===== src/rtl/pipeline_pkg.sv =====
// Shared pipeline definitions: fetch FSM encoding, bubble instruction and
// the bit positions inside the stall_and_flush control vector.
package pipeline_pkg;

    typedef enum logic [1:0] {
        FETCH_IDLE = 2'd0,
        FETCH_WAIT = 2'd1,
        FETCH_DONE = 2'd2
    } fetch_state_e;

    // addi x0,x0,0
    localparam logic [31:0] NOP_INST_DEFAULT = 32'h0000_0013;

    localparam int STALL_BIT = 0;
    localparam int FLUSH_BIT = 1;

endpackage


===== src/rtl/if_fetch_if.sv =====
// Wishbone classic read bus between the fetch stage (master) and memory (slave).
// Handshake: a request is pending while wb_cyc_o & wb_stb_o are high with wb_adr_o
// stable; it completes on the rising edge where wb_ack_i is high, wb_dat_i valid then.
interface if_fetch_if #(
    parameter int ADDR_WIDTH = 32,
    parameter int DATA_WIDTH = 32
);

    logic                      wb_cyc_o;
    logic                      wb_stb_o;
    logic                      wb_we_o;
    logic [ADDR_WIDTH-1:0]     wb_adr_o;
    logic [DATA_WIDTH/8-1:0]   wb_sel_o;
    logic                      wb_ack_i;
    logic [DATA_WIDTH-1:0]     wb_dat_i;

    modport master (
        output wb_cyc_o, wb_stb_o, wb_we_o, wb_adr_o, wb_sel_o,
        input  wb_ack_i, wb_dat_i
    );

    modport slave (
        input  wb_cyc_o, wb_stb_o, wb_we_o, wb_adr_o, wb_sel_o,
        output wb_ack_i, wb_dat_i
    );

endinterface


===== src/rtl/if_fetch.sv =====
// Instruction fetch stage: one Wishbone read per instruction, all outputs
// registered, flushes during an open cycle drop the returning data.
module if_fetch
    import pipeline_pkg::*;
#(
    parameter int                    ADDR_WIDTH = 32,
    parameter int                    DATA_WIDTH = 32,
    parameter logic [DATA_WIDTH-1:0] NOP_INST   = NOP_INST_DEFAULT
) (
    input  logic                  clk,
    input  logic                  reset,
    input  logic [ADDR_WIDTH-1:0] pc_in,
    input  logic [1:0]            stall_and_flush,
    if_fetch_if.master            wb,
    output logic [DATA_WIDTH-1:0] inst_out,
    output logic [ADDR_WIDTH-1:0] pc_out,
    output logic                  inst_valid,
    output logic                  fetch_misaligned,
    output logic                  fetch_busy,
    output fetch_state_e          fetch_state
);

    fetch_state_e          state_q, state_d;
    logic                  cyc_q, cyc_d;
    logic [ADDR_WIDTH-1:0] adr_q, adr_d;
    logic [ADDR_WIDTH-1:0] pc_q, pc_d;
    logic [DATA_WIDTH-1:0] inst_q, inst_d;
    logic                  valid_q, valid_d;
    logic                  mis_q, mis_d;
    logic                  discard_q, discard_d;

    logic stall;
    logic flush;

    assign stall = stall_and_flush[STALL_BIT];
    assign flush = stall_and_flush[FLUSH_BIT];

    always_ff @(posedge clk) begin
        if (!reset) begin
            state_q   <= FETCH_IDLE;
            cyc_q     <= 1'b0;
            adr_q     <= '0;
            pc_q      <= '0;
            inst_q    <= NOP_INST;
            valid_q   <= 1'b0;
            mis_q     <= 1'b0;
            discard_q <= 1'b0;
        end else begin
            state_q   <= state_d;
            cyc_q     <= cyc_d;
            adr_q     <= adr_d;
            pc_q      <= pc_d;
            inst_q    <= inst_d;
            valid_q   <= valid_d;
            mis_q     <= mis_d;
            discard_q <= discard_d;
        end
    end

    always_comb begin
        state_d   = state_q;
        cyc_d     = cyc_q;
        adr_d     = adr_q;
        pc_d      = pc_q;
        inst_d    = inst_q;
        valid_d   = valid_q;
        mis_d     = mis_q;
        discard_d = discard_q;

        case (state_q)
            FETCH_IDLE, FETCH_DONE: begin
                // Flush wins over stall; a stalled DONE simply parks its result.
                if (flush) begin
                    state_d = FETCH_IDLE;
                    inst_d  = NOP_INST;
                    valid_d = 1'b0;
                    mis_d   = 1'b0;
                end else if (!stall) begin
                    pc_d = pc_in;
                    if (pc_in[1:0] != 2'b00) begin
                        state_d = FETCH_DONE;
                        inst_d  = NOP_INST;
                        valid_d = 1'b1;
                        mis_d   = 1'b1;
                    end else begin
                        state_d = FETCH_WAIT;
                        cyc_d   = 1'b1;
                        adr_d   = pc_in;
                        inst_d  = NOP_INST;
                        valid_d = 1'b0;
                        mis_d   = 1'b0;
                    end
                end
            end
            FETCH_WAIT: begin
                // The bus cycle is never aborted; a flush only marks its data for dropping.
                if (flush) begin
                    discard_d = 1'b1;
                end
                if (wb.wb_ack_i) begin
                    cyc_d = 1'b0;
                    mis_d = 1'b0;
                    if (discard_q || flush) begin
                        state_d   = FETCH_IDLE;
                        inst_d    = NOP_INST;
                        valid_d   = 1'b0;
                        discard_d = 1'b0;
                    end else begin
                        state_d = FETCH_DONE;
                        inst_d  = wb.wb_dat_i;
                        valid_d = 1'b1;
                    end
                end
            end
            default: begin
                state_d   = FETCH_IDLE;
                cyc_d     = 1'b0;
                valid_d   = 1'b0;
                discard_d = 1'b0;
            end
        endcase
    end

    assign wb.wb_cyc_o = cyc_q;
    assign wb.wb_stb_o = cyc_q;
    assign wb.wb_we_o  = 1'b0;
    assign wb.wb_sel_o = '1;
    assign wb.wb_adr_o = adr_q;

    assign inst_out         = inst_q;
    assign pc_out           = pc_q;
    assign inst_valid       = valid_q;
    assign fetch_misaligned = mis_q;
    assign fetch_busy       = (state_q == FETCH_WAIT);
    assign fetch_state      = state_q;

endmodule


===== src/flat_wrapper.sv =====
// flat-port wrapper written by rule: the top's interface ports become plain ports
module if_fetch_flat import pipeline_pkg::*;
#(
    parameter int                    ADDR_WIDTH = 32,
    parameter int                    DATA_WIDTH = 32,
    parameter logic [DATA_WIDTH-1:0] NOP_INST   = NOP_INST_DEFAULT
)
  (clk, reset, pc_in, stall_and_flush, inst_out, pc_out, inst_valid, fetch_misaligned, fetch_busy, fetch_state, wb_wb_cyc_o, wb_wb_stb_o, wb_wb_we_o, wb_wb_adr_o, wb_wb_sel_o, wb_wb_ack_i, wb_wb_dat_i);
  if_fetch_if #(.ADDR_WIDTH(ADDR_WIDTH), .DATA_WIDTH(DATA_WIDTH)) wb_i ();
  input  logic clk;
  input  logic reset;
  input  logic [ADDR_WIDTH-1:0] pc_in;
  input  logic [1:0] stall_and_flush;
  output logic [DATA_WIDTH-1:0] inst_out;
  output logic [ADDR_WIDTH-1:0] pc_out;
  output logic inst_valid;
  output logic fetch_misaligned;
  output logic fetch_busy;
  output fetch_state_e fetch_state;
  output wire logic [$bits(wb_i.wb_cyc_o)-1:0] wb_wb_cyc_o;
  output wire logic [$bits(wb_i.wb_stb_o)-1:0] wb_wb_stb_o;
  output wire logic [$bits(wb_i.wb_we_o)-1:0] wb_wb_we_o;
  output wire logic [$bits(wb_i.wb_adr_o)-1:0] wb_wb_adr_o;
  output wire logic [$bits(wb_i.wb_sel_o)-1:0] wb_wb_sel_o;
  input wire logic [$bits(wb_i.wb_ack_i)-1:0] wb_wb_ack_i;
  input wire logic [$bits(wb_i.wb_dat_i)-1:0] wb_wb_dat_i;
  assign wb_wb_cyc_o = wb_i.wb_cyc_o;
  assign wb_wb_stb_o = wb_i.wb_stb_o;
  assign wb_wb_we_o = wb_i.wb_we_o;
  assign wb_wb_adr_o = wb_i.wb_adr_o;
  assign wb_wb_sel_o = wb_i.wb_sel_o;
  assign wb_i.wb_ack_i = wb_wb_ack_i;
  assign wb_i.wb_dat_i = wb_wb_dat_i;
  if_fetch #(.ADDR_WIDTH(ADDR_WIDTH), .DATA_WIDTH(DATA_WIDTH), .NOP_INST(NOP_INST)) u_core (.clk(clk), .reset(reset), .pc_in(pc_in), .stall_and_flush(stall_and_flush), .wb(wb_i), .inst_out(inst_out), .pc_out(pc_out), .inst_valid(inst_valid), .fetch_misaligned(fetch_misaligned), .fetch_busy(fetch_busy), .fetch_state(fetch_state));
endmodule

===== config.mk =====
export PLATFORM = sky130hd
export DESIGN_NAME = if_fetch_flat
export DESIGN_NICKNAME = d
export VERILOG_FILES = /design/src/rtl/pipeline_pkg.sv /design/src/rtl/if_fetch_if.sv /design/src/rtl/if_fetch.sv /design/src/flat_wrapper.sv
export SDC_FILE = /design/constraint.sdc
export NUM_CORES = 1
export LEC_CHECK = 0
export BUFFER_PORTS_ARGS = -buffer_cell sky130_fd_sc_hd__buf_2
export CAP_MARGIN = 40
export CORE_MARGIN = 4
export CORE_UTILIZATION = 51
export DETAILED_ROUTE_END_ITERATION = 10
export PLACE_DENSITY_LB_ADDON = 0.25
export SKIP_LAST_GASP = 1
export SYNTH_ARGS = -nofsm -noshare
export SYNTH_HDL_FRONTEND = slang
export SYNTH_SLANG_ARGS = --single-unit

===== constraint.sdc =====
create_clock -name clk -period 3.2 [get_ports clk]
set_clock_uncertainty 0.2 [all_clocks]
set_input_delay 0.64 -clock clk [delete_from_list [all_inputs] [get_ports clk]]
set_output_delay 0.64 -clock clk [all_outputs]
set_load 0.02 [all_outputs]

==> out/results.ini, run 1 <==
[run_status]
status = complete, no violations

[clocking]
htreeDepth = 3
numCtsBuffers = 9
insertion_delay_ns = 0.35
clk_pin_slew_ns = 0.09
cts_tree = done
cts_hold_buffers = 0
clock_path_buffers = 2
root_buffer = clkbuf_8
clock_sinks = 101
ctsResizeCount = 0
cts_setup_buffers = 0

[detailed_routing]
routed_wirelength_um = 10200
drc = 0
drtIter0Drc = 112
dr.pass1.iters = 4
routed_via_density = 5.02
via_count = 3577
wl_per_cell_um = 14.3
ant_nets = 0

[placement]
placed_area_um2 = 4920
dp_hpwl_um = 7510
routabilityCongestion = 0.771
dp_slack_ns = 0.692
dp.cells = 697
port_buffers = 171

[timing]
tns_ns = 0
post-route-period-util_pct = 66.9
setup_viol = 0
max_freq_mhz = 467
relSlewSlack_pct = 44.4
slew_violations = 0
tightest_slew_ns = 0.834
rsz0062_at_grt = no
fin_ws_ns = 1.06
fin_crit_ns = 2.14
hold_viol = 0

[setup_path]
crit_start = reset
cp_common_cell = buf_4
path_buf_inv = 2
slowest_stage = nor2b_2
crit_path_max_fanout = 32
rrSetupSlack_ns = 1.10
start_kind = primary input
path_depth = 5
arrival_ns = 2.23
crit_path_cell_trace = buf_4, nor2b_2, buf_4, nand3_1, mux2i_1
r2r_end = u_core.wb.wb_adr_o[24]
max_stage_delay_ns = 0.71
crit_family = simple AND/OR/NAND/NOR gates
end_kind = register
r2r_start = u_core.fetch_state[0]
worstPathRequired_ns = 3.29
crit_end = u_core.inst_out[20]
critPathKind = primary input to register
ff2ff_path_depth = 4

[grt]
busiest_layer = met2
gr-usage-met1_pct = 25.7
grt.overflow.total = 0
met2_usage_pct = 35.1
grt_max_degree = 102
grt_pass1_vias = 3541
grt_use_total_pct = 21.2
antenna_found_initial = 0
grt_pass1_wl_um = 16600
use_met3_pct = 7.47

[final_layout]
fin_nets = 675
fill_cells = 704
seqCellArea_um2 = 2020
fin_area_um2 = 5090
fin_cells = 712
layout-drive-gt1-share_pct = 33.1
area_growth_pct = 24.8
multi_input_area_um2 = 1840
n_antenna_cell = 0

[synthesis]
ys_ff_latch = 101
synth_cell_types = 31
seq_area_frac_synth_pct = 49.6
syn_avg_cell_area_um2 = 8.94
yosys.area.top_type_share_pct = 49.6
synthTopCellsByArea = dfxtp_1, mux2i_1, nand2_1
synth_area_um2 = 4080
syn_inst = 456
yosysWarnings = 0
yosys.area.top_type = dfxtp_1

[die]
rows = 32
fp.coreArea_um2 = 7770
start_util_pct = 52.5
die_area_um2 = 9490
ios = 177
die_h_um = 97.4
die_w_um = 97.4

[power]
pwr_density_cell_nw_per_um2 = 448
total_power_uw = 2280
peakVddDrop_uv = 233
p_leak_uw = 0.00229

[job]
cap_violations = 0

[min_path]
whs_path_depth = 2
min_path_type = register to register

==> logic make-up after synthesis <==
group	Yosys count	synth area share, %
AO/OA/AOI/OAI	41	7.45
multiplexers	62	15.3
buffers and inverters	44	5.98
AND/OR/NAND/NOR	206	21.5
other	2	0.184
flip-flops	101	49.6
==> synthesized netlist by cell type, drive strengths merged <==
cell,number
a211o,1
a21boi,34
a21oi,1
a22o,1
a31o,1
and3,2
buf,18
clkbuf,25
conb,2
dfxtp,101
inv,1
mux2,3
mux2i,59
nand2,156
nand2b,4
nand3,29
nand3b,3
nor2,3
nor2b,3
nor3,3
nor3b,1
o21a,1
o21ai,2
or3,2
==> power breakdown <==
group / leakage (uW) / internal [uW] / switching (uW)
Combinational: 0.00140 / 102 / 165
Sequential: 0.000819 / 1290 / 17.0
Clock: 0.0000747 / 301 / 408
==> layer usage <==
layer / part of all wire [%] / vias up / wire length, um
li1: - / 1777 / -
met1: 43 / 1652 / 4360
met2: 47 / 126 / 4810
met3: 8.1 / 22 / 823
met4: 2.0 / 0 / 203
met5: 0 / - / 0
==> cell type report <==
| type | count | share of cell area [%] |
|---|---|---|
| flip-flops and latches | 101 | 39.7 |
| multi-input cells | 314 | 36.1 |
| repair buffers | 179 | 18.3 |
| inverters | 1 | 0.0737 |
| clock inverters | 3 | 0.442 |
| well taps | 102 | 2.51 |
| clock buffers | 12 | 2.85 |
==> placed cells by master (no fill, tap or decap), types with 2 or more instances in the layout <==
cell type and instances:
nand2b_1 4, mux2_2 3, clkbuf_8 10, nor2_1 3, dfxtp_1 101, nand3_1 29
o21ai_0 2, a21boi_0 33, buf_4 8, conb_1 5, nand3b_1 3, nor2b_1 2
clkinvlp_4 3, nand2_1 156, mux2i_1 59, and3_1 2, clkbuf_1 2, buf_2 170
==> worst min-delay path, stage by stage, from the launching register on <==
cell,delay [ns]
dfxtp_1,0.31
nand2_1,0.05
mux2i_1,0.05
==> registers in the layout, summed over array words and instances, names as in the netlist <==
| signal | flops |
|---|---|
| u_core.fetch_state | 2 |
| u_core.inst_out | 32 |
| u_core.wb.wb_adr_o | 32 |
| u_core.pc_out | 32 |
| u_core.discard_q | 1 |
| u_core.wb.wb_cyc_o | 1 |
| u_core.fetch_misaligned | 1 |
==> stage by stage <==
stage	utilization [%]	hold WS, ns
floorplan	-	0.272
global placement	63.4	0.240
detailed placement	63.4	0.246
CTS	65.5	0.259
global route	65.5	0.281
finish	65.5	0.259
==> worst min-delay path by stage <==
stage	to	startpoint
after global routing	u_core.wb.wb_adr_o[22]	u_core.wb.wb_adr_o[22]
after global placement	u_core.wb.wb_adr_o[11]	u_core.wb.wb_adr_o[11]
final	u_core.wb.wb_adr_o[22]	u_core.wb.wb_adr_o[22]
after floorplan	u_core.discard_q	u_core.discard_q
after detailed placement	u_core.wb.wb_adr_o[8]	u_core.wb.wb_adr_o[8]
after CTS	u_core.wb.wb_adr_o[22]	u_core.wb.wb_adr_o[22]
No activity file was read; power rests on OpenSTA's default activity.
==> run 2: changes to the inputs <==
--- a/config.mk
+++ b/config.mk
@@ -8,7 +8,7 @@
 export BUFFER_PORTS_ARGS = -buffer_cell sky130_fd_sc_hd__buf_2
 export CAP_MARGIN = 40
 export CORE_MARGIN = 4
-export CORE_UTILIZATION = 51
+export CORE_UTILIZATION = 43
 export DETAILED_ROUTE_END_ITERATION = 10
 export PLACE_DENSITY_LB_ADDON = 0.25
 export SKIP_LAST_GASP = 1
==> constraint.sdc (replaced) <==
create_clock -name clk -period 1.93 [get_ports clk]
set_clock_uncertainty 0.2 [all_clocks]
set_input_delay 0.386 -clock clk [delete_from_list [all_inputs] [get_ports clk]]
set_output_delay 0.386 -clock clk [all_outputs]
set_load 0.02 [all_outputs]
==> out/results.ini, run 2 (synthesized netlist as in run 1, its figures left out) <==
[run_status]
status = complete, no violations  ; unchanged

[setup_path]
critPathKind = register to register  ; was primary input to register
worstPathRequired_ns = 2.02  ; was 3.29 ns
start_kind = register  ; was primary input
ff2ff_path_depth = 4  ; unchanged
crit_path_max_fanout = 26  ; was 32
arrival_ns = 1.79  ; was 2.23 ns
end_kind = register  ; unchanged

[final_layout]
layout-drive-gt1-share_pct = 34.1  ; was 33.1%
fin_cells = 747  ; was 712
layout_common_cells = buf_2, nand2_1, dfxtp_1  ; unchanged
n_antenna_cell = 0  ; unchanged
fin_nets = 683  ; was 675
layout_commonest_cell = buf_2  ; unchanged
area_growth_pct = 28.5  ; was 24.8%

[clocking]
cts_hold_buffers = 0  ; unchanged
ctsResizeCount = 0  ; unchanged
clock_path_buffers = 2  ; unchanged
numCtsBuffers = 9  ; unchanged
htreeDepth = 3  ; unchanged
cts_tree = done  ; unchanged
root_buffer = clkbuf_8  ; unchanged
insertion_delay_ns = 0.35  ; about the same
clock_sinks = 101  ; unchanged
cts_setup_buffers = 0  ; unchanged
clk_pin_slew_ns = 0.10  ; was 0.09 ns

[job]
cap_violations = 0  ; unchanged

[min_path]
min_path_type = primary input to register  ; was register to register
whs_path_depth = 3  ; was 2

[detailed_routing]
routed_wirelength_um = 10200  ; about the same
drc = 0  ; unchanged
drtIter0Drc = 92  ; was 112
ant_nets = 0  ; unchanged
dr.pass1.iters = 6  ; was 4
routed_via_density = 4.73  ; was 5.02
via_count = 3534  ; was 3577
wl_per_cell_um = 13.6  ; was 14.3 um

[grt]
grt_use_total_pct = 18.3  ; was 21.2%
grt_pass1_vias = 3508  ; was 3541
grt_max_degree = 101  ; was 102
grt_pass1_wl_um = 16600  ; about the same
grt.overflow.total = 0  ; unchanged
antenna_found_initial = 0  ; unchanged

[placement]
dp.cells = 732  ; was 697
routabilityCongestion = 0.733  ; was 0.771
dp_hpwl_um = 7540  ; was 7510 um
port_buffers = 171  ; unchanged

[power]
pwr-share-seq_pct = 54.8  ; was 57.2%
p_int_uw = 2920  ; was 1690 uW
combPwrFrac_pct = 11.7  ; about the same
switchingPower_uw = 1020  ; was 590 uW
p_clk_share_pct = 33.5  ; was 31.1%
pwr_density_cell_nw_per_um2 = 752  ; was 448 nW/um2
p_leak_uw = 0.00236  ; was 0.00229 uW
swShare_pct = 25.9  ; about the same
peakVddDrop_uv = 306  ; was 233 uV

[die]
die_area_um2 = 11100  ; was 9490 um2
fp.coreArea_um2 = 9240  ; was 7770 um2
rows = 35  ; was 32
ios = 177  ; unchanged
start_util_pct = 44.1  ; was 52.5%
die_h_um = 105  ; was 97.4 um
die_w_um = 105  ; was 97.4 um

[timing]
fin_crit_ns = 1.71
rsz0062_at_grt = no  ; unchanged
tns_ns = 0  ; unchanged
slew_violations = 0  ; unchanged
post-route-period-util_pct = 88.4
hold_viol = 0  ; unchanged
setup_viol = 0  ; unchanged
max_freq_mhz = 586

## run 2: cell types whose count changed in the layout (fill, tap and decap cells not counted), sizes merged
cell      before  now
bufinv         0    1
clkinvlp       3    1
inv            1    3
clkinv         0    1
buf          179  187
clkbuf        12   10
## run 2: critical path, cell delays in order, from the launching register on
cell	delay, ns
dfxtp_1	0.36
or3_4	0.43
nor3_4	0.18
buf_12	0.24
mux2i_1	0.21
## run 2: path summary, 6_finish.rpt
kind / endpoint / from / slack (ns)
worst max-delay path: u_core.wb.wb_adr_o[29] / u_core.fetch_state[0] / 0.22
worst min-delay path: u_core.inst_out[19] / wb_wb_dat_i[19] / 0.07
worst max register to register: u_core.wb.wb_adr_o[29] / u_core.fetch_state[0] / 0.22
worst min register to register: u_core.pc_out[0] / u_core.pc_out[0] / 0.26
## run 2: routing by layer
layer	GRT usage (%)	wire length [um]
met1	22.1	4340
met4	5.25	172
met3	6.61	879
met2	30.6	4790
met5	0	0
## run 2: layout make-up
cell class,count,area (um2)
clock buffers,10,128
clock inverters,5,60.1
fillers,890,4000
inverters,1,3.75
multi-input cells,314,1840
flip-flops and latches,101,2020
well taps,129,161
repair buffers,187,1030
## run 2: metrics by stage
stage / power, uW / area (um2) / utilization (%) / worst slack, ns / hold WS [ns]
detailed placement: 2680 / 5050 / 54.7 / 0.0598 / 0.252
CTS: 4000 / 5240 / 56.7 / 0.206 / 0.0533
floorplan: 2490 / 4090 / - / 0.0263 / 0.272
global route: 4130 / 5240 / 56.7 / 0.113 / 0.0514
finish: 3940 / 5240 / 56.7 / 0.223 / 0.0739
global placement: 2670 / 5050 / 54.7 / 0.102 / 0.240
## run 2: power by group through the flow
stage | combinational (uW) | clock (uW) | sequential (uW)
after floorplan | 218 | 0 | 2270
after global placement | 458 | 0 | 2210
after detailed placement | 467 | 0 | 2210
after CTS | 468 | 1370 | 2160
after global routing | 508 | 1460 | 2170
final | 462 | 1320 | 2160
